[src/rtl/traffic_pkg.sv]
// Shared types and constants for the two-way intersection controller:
// state encodings, direction flags, 7-segment codes and the lamp decoder.
package traffic_pkg;

  typedef enum logic [2:0] {
    A_GRN   = 3'd0,
    A_YEL   = 3'd1,
    ALL_RED = 3'd2,
    B_GRN   = 3'd3,
    B_YEL   = 3'd4,
    HOLD    = 3'd5,
    FLASH   = 3'd6
  } state_t;

  localparam logic DIR_A = 1'b0;
  localparam logic DIR_B = 1'b1;

  localparam logic [7:0] SEG_0     = 8'hC0;
  localparam logic [7:0] SEG_1     = 8'hF9;
  localparam logic [7:0] SEG_2     = 8'hA4;
  localparam logic [7:0] SEG_3     = 8'hB0;
  localparam logic [7:0] SEG_4     = 8'h99;
  localparam logic [7:0] SEG_5     = 8'h92;
  localparam logic [7:0] SEG_6     = 8'h82;
  localparam logic [7:0] SEG_7     = 8'hF8;
  localparam logic [7:0] SEG_8     = 8'h80;
  localparam logic [7:0] SEG_9     = 8'h90;
  localparam logic [7:0] SEG_BLANK = 8'hFF;
  localparam logic [7:0] SEG_DASH  = 8'hBF;

  // Lamp vector order: {a_g, a_y, a_r, b_g, b_y, b_r}; unknown codes show both reds.
  function automatic logic [5:0] lamps_of(input state_t s, input logic flash);
    case (s)
      A_GRN:   lamps_of = 6'b100_001;
      A_YEL:   lamps_of = 6'b010_001;
      B_GRN:   lamps_of = 6'b001_100;
      B_YEL:   lamps_of = 6'b001_010;
      FLASH:   lamps_of = {1'b0, flash, 1'b0, 1'b0, flash, 1'b0};
      default: lamps_of = 6'b001_001;
    endcase
  endfunction

endpackage

[src/rtl/traffic_ctrl_2way_if.sv]
// Control inputs and lamp/display outputs of the intersection controller.
interface traffic_ctrl_2way_if #(parameter int CW = 7);
  logic          tick;
  logic          stop;
  logic          night;
  logic          a_g, a_y, a_r;
  logic          b_g, b_y, b_r;
  logic [CW-1:0] cnt;
  logic [7:0]    HEX0;
  logic [7:0]    HEX1;
  logic [2:0]    c;

  modport master (
    output tick, stop, night,
    input  a_g, a_y, a_r, b_g, b_y, b_r, cnt, HEX0, HEX1, c
  );

  modport slave (
    input  tick, stop, night,
    output a_g, a_y, a_r, b_g, b_y, b_r, cnt, HEX0, HEX1, c
  );
endinterface

[src/rtl/traffic_ctrl_2way_seg7_dec.sv]
// One 7-segment digit: BCD value plus blank flag to an active-low pattern (dp off).
module seg7_dec
  import traffic_pkg::*;
(
  input  logic [3:0] digit,
  input  logic       blank,
  output logic [7:0] seg
);

  // Digit lookup; non-decimal values show blank.
  always_comb begin
    seg = SEG_BLANK;
    if (blank) begin
      seg = SEG_BLANK;
    end else begin
      case (digit)
        4'd0:    seg = SEG_0;
        4'd1:    seg = SEG_1;
        4'd2:    seg = SEG_2;
        4'd3:    seg = SEG_3;
        4'd4:    seg = SEG_4;
        4'd5:    seg = SEG_5;
        4'd6:    seg = SEG_6;
        4'd7:    seg = SEG_7;
        4'd8:    seg = SEG_8;
        4'd9:    seg = SEG_9;
        default: seg = SEG_BLANK;
      endcase
    end
  end

endmodule

[src/rtl/traffic_ctrl_2way.sv]
// Two-direction traffic-light controller with tick-driven phase timer,
// stop (all-red hold), night (flashing yellow) and a two-digit countdown.
module traffic_ctrl_2way
  import traffic_pkg::*;
#(
  parameter int GREEN_T   = 8,
  parameter int YELLOW_T  = 3,
  parameter int ALL_RED_T = 2,
  parameter int CW        = 7
) (
  input logic                ck,
  input logic                rs,
  traffic_ctrl_2way_if.slave io
);

  localparam logic [CW-1:0] G_LD  = CW'(GREEN_T - 1);
  localparam logic [CW-1:0] Y_LD  = CW'(YELLOW_T - 1);
  localparam logic [CW-1:0] AR_LD = CW'(ALL_RED_T - 1);

  state_t        state_r, nxt_state_s, disp_state_s;
  logic [CW-1:0] cnt_r, nxt_cnt_s, disp_cnt_s;
  logic          dir_r, nxt_dir_s;
  logic          flash_r, nxt_flash_s;
  logic [5:0]    lamps_r;
  logic [7:0]    hex0_r, hex1_r;
  logic [CW-1:0] tens_s, ones_s;
  logic [7:0]    seg0_s, seg1_s;

  // Next phase/timer: stop beats night beats the timer.
  always_comb begin
    nxt_state_s = state_r;
    nxt_cnt_s   = cnt_r;
    nxt_dir_s   = dir_r;
    nxt_flash_s = flash_r;
    if (io.stop) begin
      nxt_state_s = HOLD;
    end else if (io.night) begin
      nxt_state_s = FLASH;
      nxt_cnt_s   = '0;
      if (state_r != FLASH) begin
        nxt_flash_s = 1'b0;
      end else if (io.tick) begin
        nxt_flash_s = ~flash_r;
      end else begin
        nxt_flash_s = flash_r;
      end
    end else begin
      case (state_r)
        HOLD, FLASH: begin
          nxt_state_s = ALL_RED;
          nxt_cnt_s   = AR_LD;
        end
        A_GRN, A_YEL, ALL_RED, B_GRN, B_YEL: begin
          if (!io.tick) begin
            nxt_cnt_s = cnt_r;
          end else if (cnt_r != '0) begin
            nxt_cnt_s = cnt_r - CW'(1);
          end else begin
            case (state_r)
              A_GRN: begin nxt_state_s = A_YEL;   nxt_cnt_s = Y_LD;  end
              B_GRN: begin nxt_state_s = B_YEL;   nxt_cnt_s = Y_LD;  end
              A_YEL: begin nxt_state_s = ALL_RED; nxt_cnt_s = AR_LD; end
              B_YEL: begin nxt_state_s = ALL_RED; nxt_cnt_s = AR_LD; end
              ALL_RED: begin
                // Clearance hands over to the road that did not have the last green.
                nxt_cnt_s = G_LD;
                if (dir_r == DIR_A) begin
                  nxt_state_s = B_GRN;
                  nxt_dir_s   = DIR_B;
                end else begin
                  nxt_state_s = A_GRN;
                  nxt_dir_s   = DIR_A;
                end
              end
              default: begin nxt_state_s = ALL_RED; nxt_cnt_s = AR_LD; end
            endcase
          end
        end
        default: begin
          nxt_state_s = ALL_RED;
          nxt_cnt_s   = AR_LD;
        end
      endcase
    end
  end

  // Display source follows the value the counter takes at this edge.
  always_comb begin
    disp_state_s = nxt_state_s;
    disp_cnt_s   = nxt_cnt_s;
    if (rs) begin
      disp_state_s = A_GRN;
      disp_cnt_s   = G_LD;
    end else begin
      disp_state_s = nxt_state_s;
      disp_cnt_s   = nxt_cnt_s;
    end
    tens_s = disp_cnt_s / CW'(10);
    ones_s = disp_cnt_s % CW'(10);
  end

  seg7_dec u_ones (
    .digit (4'(ones_s)),
    .blank (disp_state_s == FLASH),
    .seg   (seg0_s)
  );

  seg7_dec u_tens (
    .digit (4'(tens_s)),
    .blank ((tens_s == '0) || (disp_state_s == FLASH) || (disp_state_s == HOLD)),
    .seg   (seg1_s)
  );

  // State, timer, lamps and digits all update together on the clock edge.
  always_ff @(posedge ck) begin
    if (rs) begin
      state_r <= A_GRN;
      cnt_r   <= G_LD;
      dir_r   <= DIR_A;
      flash_r <= 1'b0;
      lamps_r <= lamps_of(A_GRN, 1'b0);
    end else begin
      state_r <= nxt_state_s;
      cnt_r   <= nxt_cnt_s;
      dir_r   <= nxt_dir_s;
      flash_r <= nxt_flash_s;
      lamps_r <= lamps_of(nxt_state_s, nxt_flash_s);
    end
    hex0_r <= (disp_state_s == HOLD) ? SEG_DASH : seg0_s;
    hex1_r <= seg1_s;
  end

  assign {io.a_g, io.a_y, io.a_r, io.b_g, io.b_y, io.b_r} = lamps_r;
  assign io.cnt  = cnt_r;
  assign io.HEX0 = hex0_r;
  assign io.HEX1 = hex1_r;
  assign io.c    = state_r;

endmodule

[src/flat_wrapper.sv]
// flat-port wrapper written by rule: the top's interface ports become plain ports
module traffic_ctrl_2way_flat import traffic_pkg::*;
#(
  parameter int GREEN_T   = 8,
  parameter int YELLOW_T  = 3,
  parameter int ALL_RED_T = 2,
  parameter int CW        = 7
)
  (ck, rs, io_tick, io_stop, io_night, io_a_g, io_a_y, io_a_r, io_b_g, io_b_y, io_b_r, io_cnt, io_HEX0, io_HEX1, io_c);
  traffic_ctrl_2way_if #(.CW(CW)) io_i ();
  input logic ck;
  input logic rs;
  input wire logic [$bits(io_i.tick)-1:0] io_tick;
  input wire logic [$bits(io_i.stop)-1:0] io_stop;
  input wire logic [$bits(io_i.night)-1:0] io_night;
  output wire logic [$bits(io_i.a_g)-1:0] io_a_g;
  output wire logic [$bits(io_i.a_y)-1:0] io_a_y;
  output wire logic [$bits(io_i.a_r)-1:0] io_a_r;
  output wire logic [$bits(io_i.b_g)-1:0] io_b_g;
  output wire logic [$bits(io_i.b_y)-1:0] io_b_y;
  output wire logic [$bits(io_i.b_r)-1:0] io_b_r;
  output wire logic [$bits(io_i.cnt)-1:0] io_cnt;
  output wire logic [$bits(io_i.HEX0)-1:0] io_HEX0;
  output wire logic [$bits(io_i.HEX1)-1:0] io_HEX1;
  output wire logic [$bits(io_i.c)-1:0] io_c;
  assign io_i.tick = io_tick;
  assign io_i.stop = io_stop;
  assign io_i.night = io_night;
  assign io_a_g = io_i.a_g;
  assign io_a_y = io_i.a_y;
  assign io_a_r = io_i.a_r;
  assign io_b_g = io_i.b_g;
  assign io_b_y = io_i.b_y;
  assign io_b_r = io_i.b_r;
  assign io_cnt = io_i.cnt;
  assign io_HEX0 = io_i.HEX0;
  assign io_HEX1 = io_i.HEX1;
  assign io_c = io_i.c;
  traffic_ctrl_2way #(.GREEN_T(GREEN_T), .YELLOW_T(YELLOW_T), .ALL_RED_T(ALL_RED_T), .CW(CW)) u_core (.ck(ck), .rs(rs), .io(io_i));
endmodule
[config.mk]
export PLATFORM = sky130hd
export DESIGN_NAME = traffic_ctrl_2way_flat
export DESIGN_NICKNAME = d
export VERILOG_FILES = /design/src/rtl/traffic_pkg.sv /design/src/rtl/traffic_ctrl_2way_if.sv /design/src/rtl/traffic_ctrl_2way_seg7_dec.sv /design/src/rtl/traffic_ctrl_2way.sv /design/src/flat_wrapper.sv
export SDC_FILE = /design/constraint.sdc
export NUM_CORES = 1
export LEC_CHECK = 0
export BUFFER_PORTS_ARGS = -buffer_cell sky130_fd_sc_hd__clkbuf_2
export CORE_ASPECT_RATIO = 2
export CORE_MARGIN = 5
export CORE_UTILIZATION = 25
export DETAILED_ROUTE_END_ITERATION = 7
export SLEW_MARGIN = 0
export SYNTH_ARGS = -nofsm -noshare
export SYNTH_HDL_FRONTEND = slang
export SYNTH_HIERARCHICAL = 1
export SYNTH_SLANG_ARGS = --single-unit
[constraint.sdc]
create_clock -name ck -period 11.4 [get_ports ck]
set_input_delay 0.57 -clock ck [delete_from_list [all_inputs] [get_ports ck]]
set_output_delay 0.57 -clock ck [all_outputs]
set_load 0.005 [all_outputs]
==> qor.yml, run 1 <==
yosys:
  synth-edff-count: 0
  async_flop_share: 0
  synth_nets: 291
  synthFlopType: "dfxtp_1"
  synth_area_leader_cell: "dfxtp_1"
  synth.avg_cell_area_um2: 8.58
  yosysWarnings: 6
  netlist_area_mm2: 0.00234
  synth-seq-cells: 34
  synth_cells: 273
  synthTopCellsByArea: "dfxtp_1 (29%), ha_1 (6.9%), a21oi_1 (4.9%), nand2b_1 (4.8%), nor2_1 (3.0%)"
  synth-seq-area-share: 0.291
  synth_cell_types: 68
  synth_top_area_frac: 0.291
drt:
  routedWlPerCell_um: 14.9
  first_iter_violations: 121
  vias: 2089
  wirelength_um: 6120
  drt_first_pass_iters: 4
  drc_errors: 0
  vias_per_cell: 5.08
  antenna_left: 0
power:
  ir_worst_vdd_v: 0.0000548
  cellPowerDensity_mw_per_mm2: 123
  power.leakage_nw: 1.13
die:
  dieHeight_um: 147
  io_pins: 37
  rows: 50
  die_x_um: 78.4
  dieArea_mm2: 0.0115
  initial_utilization: 0.253
  coreArea_mm2: 0.00926
critical_path:
  timing.rr.start: "u_core/io.cnt[0]"
  critPathTopFamily: "compound AO/OA/AOI/OAI gates"
  crit_type: "flip-flop to flip-flop"
  cp-start-kind: "flip-flop"
  cp.arrival_ns: 6.14
  crit_path_top_delay_cell: "o41ai_1"
  crit_buf_inv: 1
  cpMostUsedCell: "ha_1"
  max_stage_delay_ns: 0.81
  critPathMaxFanout: 9
  rr_worst_depth: 22
  reg2reg_setup_slack_ns: 5.42
  end_kind: "flip-flop"
  critPathRequiredTime_ns: 11.56
  crit_path_cell_trace: "inv_1 > ha_1 > nand2_1 > nor3_4 > o41ai_1 > a21oi_4 > a21oi_1 > ha_1 > a21o_1 > a31oi_1 > xnor2_1 > a211oi_1 > a21o_1 > ha_1 > nand2b_1 > mux2_4 > o221ai_4 > mux2i_1 > nand2b_4 > nor3_1 > a21oi_1 > nand2b_1"
  worstReg2RegEnd: "u_core/io.HEX0[0]"
placement:
  place_congestion: 0.832
  port_buffers: 36
  dp_hpwl_um: 4830
  place_ws_ns: 5.55
  place_inst: 403
  placedInstanceArea_mm2: 0.00259
sta:
  fin_crit_sh: 0.525
  whs_ns: 0.545
  fin_worst_skew_ns: 0.00670
  slew_viol_final: 0
  layout_setup_ws_ns: 5.42
  setup_viol: 0
  fmax_ghz: 0.167
  rsz0062_at_grt: "false"
  finalCriticalPeriod_ns: 5.98
  hold_viol: 0
  worstMarginPinSlew_ns: 0.895
  tns_ns: 0
  slew_headroom: 0.395
finish:
  area_growth_pct: 17.7
  drive_gt1_frac: 0.228
  final-instance-count-excl-fill: 411
  multi_input_area_mm2: 0.00151
  n_fill_cell: 1003
  antennaDiodeCount: 0
  stdcell_area_mm2: 0.00276
  register_area_um2: 681
  fin_nets: 324
global_routing:
  grt_overflow: 0
  grt_max_degree: 16
  track_usage: 0.106
  grt_pass1_vias: 2067
  antenna_found_initial: 0
  grt_pass1_wl_um: 9690
clocking:
  cts_resized: 0
  cts-htree-levels: 2
  cts_tree: "done"
  tritoncts.num_buffers: 5
  path_clk_slew_ns: 0.06
  postCtsHoldBufs: 0
  clockBufferDepth: 2
  cts-root-buf: "clkbuf_16"
  clock_sinks: 34
  post_cts_buffers: 0
  clk_latency_ns: 0.28
status:
  outcome: "finished, final reports clean"
min_path:
  whs_endpoint: "u_core/dir_r"
  min_path_type: "flip-flop to flip-flop"
  worstHoldStart: "u_core/dir_r"
  hold_depth: 2
flow_run:
  maxCapViolations: 0
==> sequential cells by signal, indices dropped and copies added, names as in the netlist <==
| name | count |
|---|---|
| u_core/io.HEX1 | 8 |
| u_core/io.HEX0 | 8 |
| u_core/dir_r | 1 |
| u_core/lamps_r | 6 |
| u_core/flash_r | 1 |
| u_core/io.cnt | 7 |
| u_core/io.c | 3 |
==> logic make-up after synthesis <==
logic type	synth area share
adders and majority gates	0.0694
muxes	0.0337
AOI/OAI and AO/OA	0.229
other	0.00321
and+or+nand+nor	0.262
buffers and inverters	0.0673
xor gates and xnor gates	0.0449
DFF	0.291
==> worst reg2reg max path, cell delays in order (launching register included) <==
cell      delay [ns]
dfxtp_1         0.41
inv_1           0.09
ha_1            0.24
nand2_1         0.18
nor3_4          0.10
o41ai_1         0.81
a21oi_4         0.20
a21oi_1         0.22
ha_1            0.29
a21o_1          0.13
a31oi_1         0.13
xnor2_1         0.49
a211oi_1        0.15
a21o_1          0.20
ha_1            0.24
nand2b_1        0.18
mux2_4          0.29
o221ai_4        0.28
mux2i_1         0.63
nand2b_4        0.12
nor3_1          0.25
a21oi_1         0.08
nand2b_1        0.15
==> per-layer routing <==
layer	up-vias	global-route usage	share of wire	wire [um]
li1	1049	-	-	-
met1	986	0.0867	0.34	2090
met2	39	0.211	0.58	3530
met3	15	0.0110	0.025	154
met4	0	0.0928	0.057	347
met5	-	0	0	0
==> cell usage in the layout (no fill, tap or decap), types with 2 or more instances in the layout <==
cell and count:
conb_1 2, nor3b_2 2, o21bai_1 3, nor2_1 19, a211oi_1 2, nor2b_1 5
clkbuf_2 36, o22ai_1 2, nor3_2 3, dfxtp_1 34, a21oi_1 23, nand2b_4 2
inv_1 18, xnor2_1 6, o41ai_1 2, nor3b_1 2, nor4_1 5, nor3_1 12
nor4_2 2, nand2b_1 18, a21o_1 2, clkbuf_16 5, or2_2 2, a31oi_1 3
clkinvlp_4 2, o211ai_1 2, mux2i_1 3, and2_1 2, xor2_1 6, ha_1 13
o21ai_0 14, nor4b_1 2, nand2_1 14, mux2_2 3
==> cells in the mapped netlist (3+ instances only) <==
cell type and n:
mux2_2 3, inv_1 18, clkbuf_1 4, dfxtp_1 34, nand2b_1 18, xor2_1 6
nor4_1 5, a31oi_1 3, mux2i_1 3, ha_1 13, xnor2_1 6, o21ai_0 14
o21bai_1 3, buf_6 4, nor2b_1 5, o41ai_1 3, a21oi_1 23, nor3_1 12
nand2_1 14, nor3_2 3, nor2_1 19
==> report_power, final <==
part / switching, mW / internal, mW
registers: 0.00501 / 0.127
logic: 0.0306 / 0.0220
clock network: 0.0519 / 0.103
total: 0.0875 / 0.252
==> through the flow <==
| stage | utilization | total power [mW] |
|---|---|---|
| after floorplan | - | 0.169 |
| after global placement | 0.279 | 0.186 |
| after detailed placement | 0.279 | 0.187 |
| after CTS | 0.298 | 0.343 |
| after global routing | 0.298 | 0.353 |
| final | 0.298 | 0.339 |
==> worst max-delay path by stage <==
stage          slack, ns             start                 to  cells past startpoint
3_5_place_dp        5.55  u_core/io.cnt[0]  u_core/io.HEX0[0]                     23
4_1_cts             5.50  u_core/io.cnt[0]  u_core/io.HEX0[0]                     22
3_3_place_gp        5.72           io_tick  u_core/io.HEX0[3]                     22
6_report            5.42  u_core/io.cnt[0]  u_core/io.HEX0[0]                     22
5_1_grt             5.11  u_core/io.cnt[2]  u_core/io.HEX0[0]                     21
2_1_floorplan       6.25  u_core/io.cnt[0]  u_core/io.HEX0[3]                     25
==> final cells by class <==
type	instances	share of cell area
flip-flops and latches	34	0.247
inverters	20	0.0281
clock buffers	5	0.0454
well taps	104	0.0472
repair buffers	37	0.0681
clock inverters	3	0.0163
multi-input cells	208	0.548
Note: power is estimated with default switching activity, not from simulation.
==> inputs of run 2 (changes only) <==
Settings changed: ABC_AREA from default to 1.
Clock period 11.4 ns to 5 ns, I/O delays scaled along.
==> run 2 against run 1 <==
Net effect:
- maximum frequency up 31%
- cell count up 15%
- clock power grew 96%
- largest cell class unchanged
==> qor.yml, run 2 <==
yosys:
  synth_nets: 347  # +19%
  synth_area_leader_cell: "dfxtp_1"
  synth-edff-count: 0  # unchanged
  synth_cell_types: 37  # -46%
  async_flop_share: 0  # unchanged
  yosysMostFrequentCell: "nand2_1"
  yosys.area_share.xor_xnor: 0.00369  # -0.0412
  synth_fa_ha_area_frac: 0.0685  # -0.000915
  synth_top_family_by_area: "simple AND/OR/NAND/NOR gates"
  synthMuxAreaShare: 0  # -0.0337
  synth.avg_cell_area_um2: 7.21  # -16%
  synthFlopType: "dfxtp_1"
  yosysWarnings: 6  # unchanged
  synth_top_area_frac: 0.287  # -0.00383
  synth_cells: 329  # +21%
  synthSimpleGateAreaFrac: 0.453  # +0.191
  yosys-top-cells-count: "nand2_1 (77), inv_1 (40), dfxtp_1 (34), nand3_1 (28), nor2_1 (23)"
  synth_compound_area_frac: 0.0807  # -0.148
  synth-seq-cells: 34  # unchanged
  netlist_area_mm2: 0.00237  # +1.3%
  synthTopCellsByArea: "dfxtp_1 (29%), nand2_1 (12%), ha_1 (6.9%), inv_1 (6.3%), nand3_1 (5.9%)"
  synth-seq-area-share: 0.287  # -0.00383
clocking:
  clockBufferDepth: 2  # unchanged
  clock_sinks: 34  # unchanged
  cts-root-buf: "clkbuf_16"
  postCtsHoldBufs: 0  # unchanged
  clk_latency_ns: 0.28  # about the same
  post_cts_buffers: 0  # unchanged
  tritoncts.num_buffers: 5  # unchanged
  cts_tree: "done"
  path_clk_slew_ns: 0.05  # about the same
  cts-htree-levels: 2  # unchanged
finish:
  fin_nets: 386  # +19%
  drive_gt1_frac: 0.325  # +0.0972
  multi_input_area_mm2: 0.00145  # -4.1%
  antennaDiodeCount: 0  # unchanged
  layout_commonest_cell: "nand2_1"
  n_fill_cell: 996  # -0.70%
  final_cell_mix: "nand2_1 (77), inv_1 (40), clkbuf_2 (36)"
  register_area_um2: 683  # +0.37%
  area_growth_pct: 18.5
critical_path:
  crit_path_top_delay_cell: "dfxtp_2"
  cp.arrival_ns: 4.73  # -1.41 ns
  crit_type: "flip-flop to flip-flop"
  max_stage_delay_ns: 0.40  # -0.41 ns
  critPathMaxFanout: 10  # +1
  cpMostUsedCell: "nand2_1"
  end_kind: "flip-flop"
  critPathRequiredTime_ns: 5.16  # -6.40 ns
  cp-start-kind: "flip-flop"
sta:
  rsz0062_at_grt: "false"
  fin_worst_skew_ns: 0.00384  # -0.00286 ns
  finalCriticalPeriod_ns: 4.57  # -1.41 ns
  setup_viol: 0  # unchanged
  hold_viol: 0  # unchanged
  fin_crit_sh: 0.914  # +0.389
  whs_ns: 0.368  # -0.178 ns
  slew_viol_final: 0  # unchanged
  fmax_ghz: 0.219  # +31%
  tns_ns: 0  # unchanged
drt:
  drc_errors: 0  # unchanged
  wirelength_um: 5740  # -6.1%
  first_iter_violations: 91  # -25%
  vias_per_cell: 4.61  # -9.3%
  antenna_left: 0  # unchanged
  routedWlPerCell_um: 12.1  # -18%
  vias: 2181  # +4.4%
  drt_first_pass_iters: 4  # unchanged
global_routing:
  track_usage: 0.104  # -0.00208
  grt_overflow: 0  # unchanged
  grt_pass1_wl_um: 9670  # -0.29%
  antenna_found_initial: 0  # unchanged
  grt_pass1_vias: 2161  # +4.5%
  globalRoute.busiestLayer: "met2"
  met3_usage: 0.0152  # +0.00420
  grt_max_degree: 13  # -3
  grt_util_met2: 0.218  # +0.00629
  use_met1: 0.0879  # +0.00112
min_path:
  min_path_type: "input port to flip-flop"
die:
  initial_utilization: 0.255  # +0.00166
  rows: 50  # unchanged
  coreArea_mm2: 0.00932  # +0.68%
  die_x_um: 78.9  # +0.58%
  dieArea_mm2: 0.0117  # +1.2%
  io_pins: 37  # unchanged
  dieHeight_um: 148  # +0.62%
power:
  ir_worst_vdd_v: 0.000116  # +110%
  switching_share: 0.294  # +0.0357
  power.leakage_nw: 1.39  # +23%
  clkPwrFrac: 0.369  # -0.088
  power_frac_seq: 0.387  # about the same
  pwr-share-comb: 0.243  # +0.088
  cellPowerDensity_mw_per_mm2: 292  # +140%
  p_int_mw: 0.581  # +130%
  p_sw_mw: 0.242  # +180%
status:
  outcome: "finished, final reports clean"
flow_run:
  maxCapViolations: 0  # unchanged
placement:
  port_buffers: 36  # unchanged
  place_congestion: 0.875  # +5.1%
  dp_hpwl_um: 4760  # -1.4%
## run 2: per-stage QoR
| stage | std cells | util | total power, mW | cell area (um^2) | setup slack [ns] |
|---|---|---|---|---|---|
| 2_1_floorplan | 329 | - | 0.462 | 2370 | 0.946 |
| 3_3_place_gp | 465 | 0.285 | 0.524 | 2660 | 0.467 |
| 3_5_place_dp | 465 | 0.285 | 0.526 | 2660 | 0.350 |
| 4_1_cts | 473 | 0.301 | 0.833 | 2810 | 0.320 |
| 5_1_grt | 473 | 0.302 | 0.874 | 2810 | 0.0125 |
| 6_report | 473 | 0.302 | 0.822 | 2810 | 0.430 |
## run 2: area by class of cell
cell class	count	area share
inverter	59	0.0788
timing repair buffer	36	0.0641
tap	104	0.0463
multi-input combinational	232	0.515
clock inverter	1	0.00178
clock buffer	7	0.0507
sequential	34	0.243
## run 2: kinds of logic after synthesis
| group | count (synthesis) |
|---|---|
| compound gates | 27 |
| simple gates | 189 |
| flops | 34 |
| other cells | 2 |
| fa+ha+maj | 13 |
| buf+inv | 63 |
| xor+xnor | 1 |
## run 2: path summary, 6_finish.rpt
check	start	end	slack, ns	cells past startpoint
max reg2reg	u_core/io.cnt[0]	u_core/io.HEX0[3]	0.43	33
min reg2reg	u_core/dir_r	u_core/dir_r	0.53	2
max	u_core/io.cnt[0]	u_core/io.HEX0[3]	0.43	33
min	rs	u_core/lamps_r[4]	0.37	2
## run 2: metal layers
| metal | routed length, um | part of all wire | vias up |
|---|---|---|---|
| met2 | 3470 | 0.60 | 45 |
| met3 | 225 | 0.039 | 13 |
| met1 | 1850 | 0.32 | 1021 |
| met4 | 197 | 0.034 | 0 |
| met5 | 0 | 0 | - |
| li1 | - | - | 1102 |
## run 2: power by group through the flow
stage	sequential (mW)	combinational (mW)	clock, mW
2_1_floorplan	0.327	0.136	0
3_3_place_gp	0.324	0.200	0
3_5_place_dp	0.324	0.201	0
4_1_cts	0.319	0.202	0.312
5_1_grt	0.323	0.227	0.324
6_report	0.319	0.200	0.304
## run 2: critical path: cells and delay by family (launching register included)
kind	cells	cell delay [ns]
AND/OR/NAND/NOR	22	2.55
adder cells (fa/ha/maj)	4	0.88
buffers and inverters	6	0.44
flip-flops	1	0.40
AO/OA/AOI/OAI	1	0.18
## run 2: what timing repair did
| item | 4_1_cts | 5_1_grt |
|---|---|---|
| setup endpoints to repair | 0 | 5 |
| hold endpoints to repair | 0 | 0 |
| resized for setup | 0 | 4 |
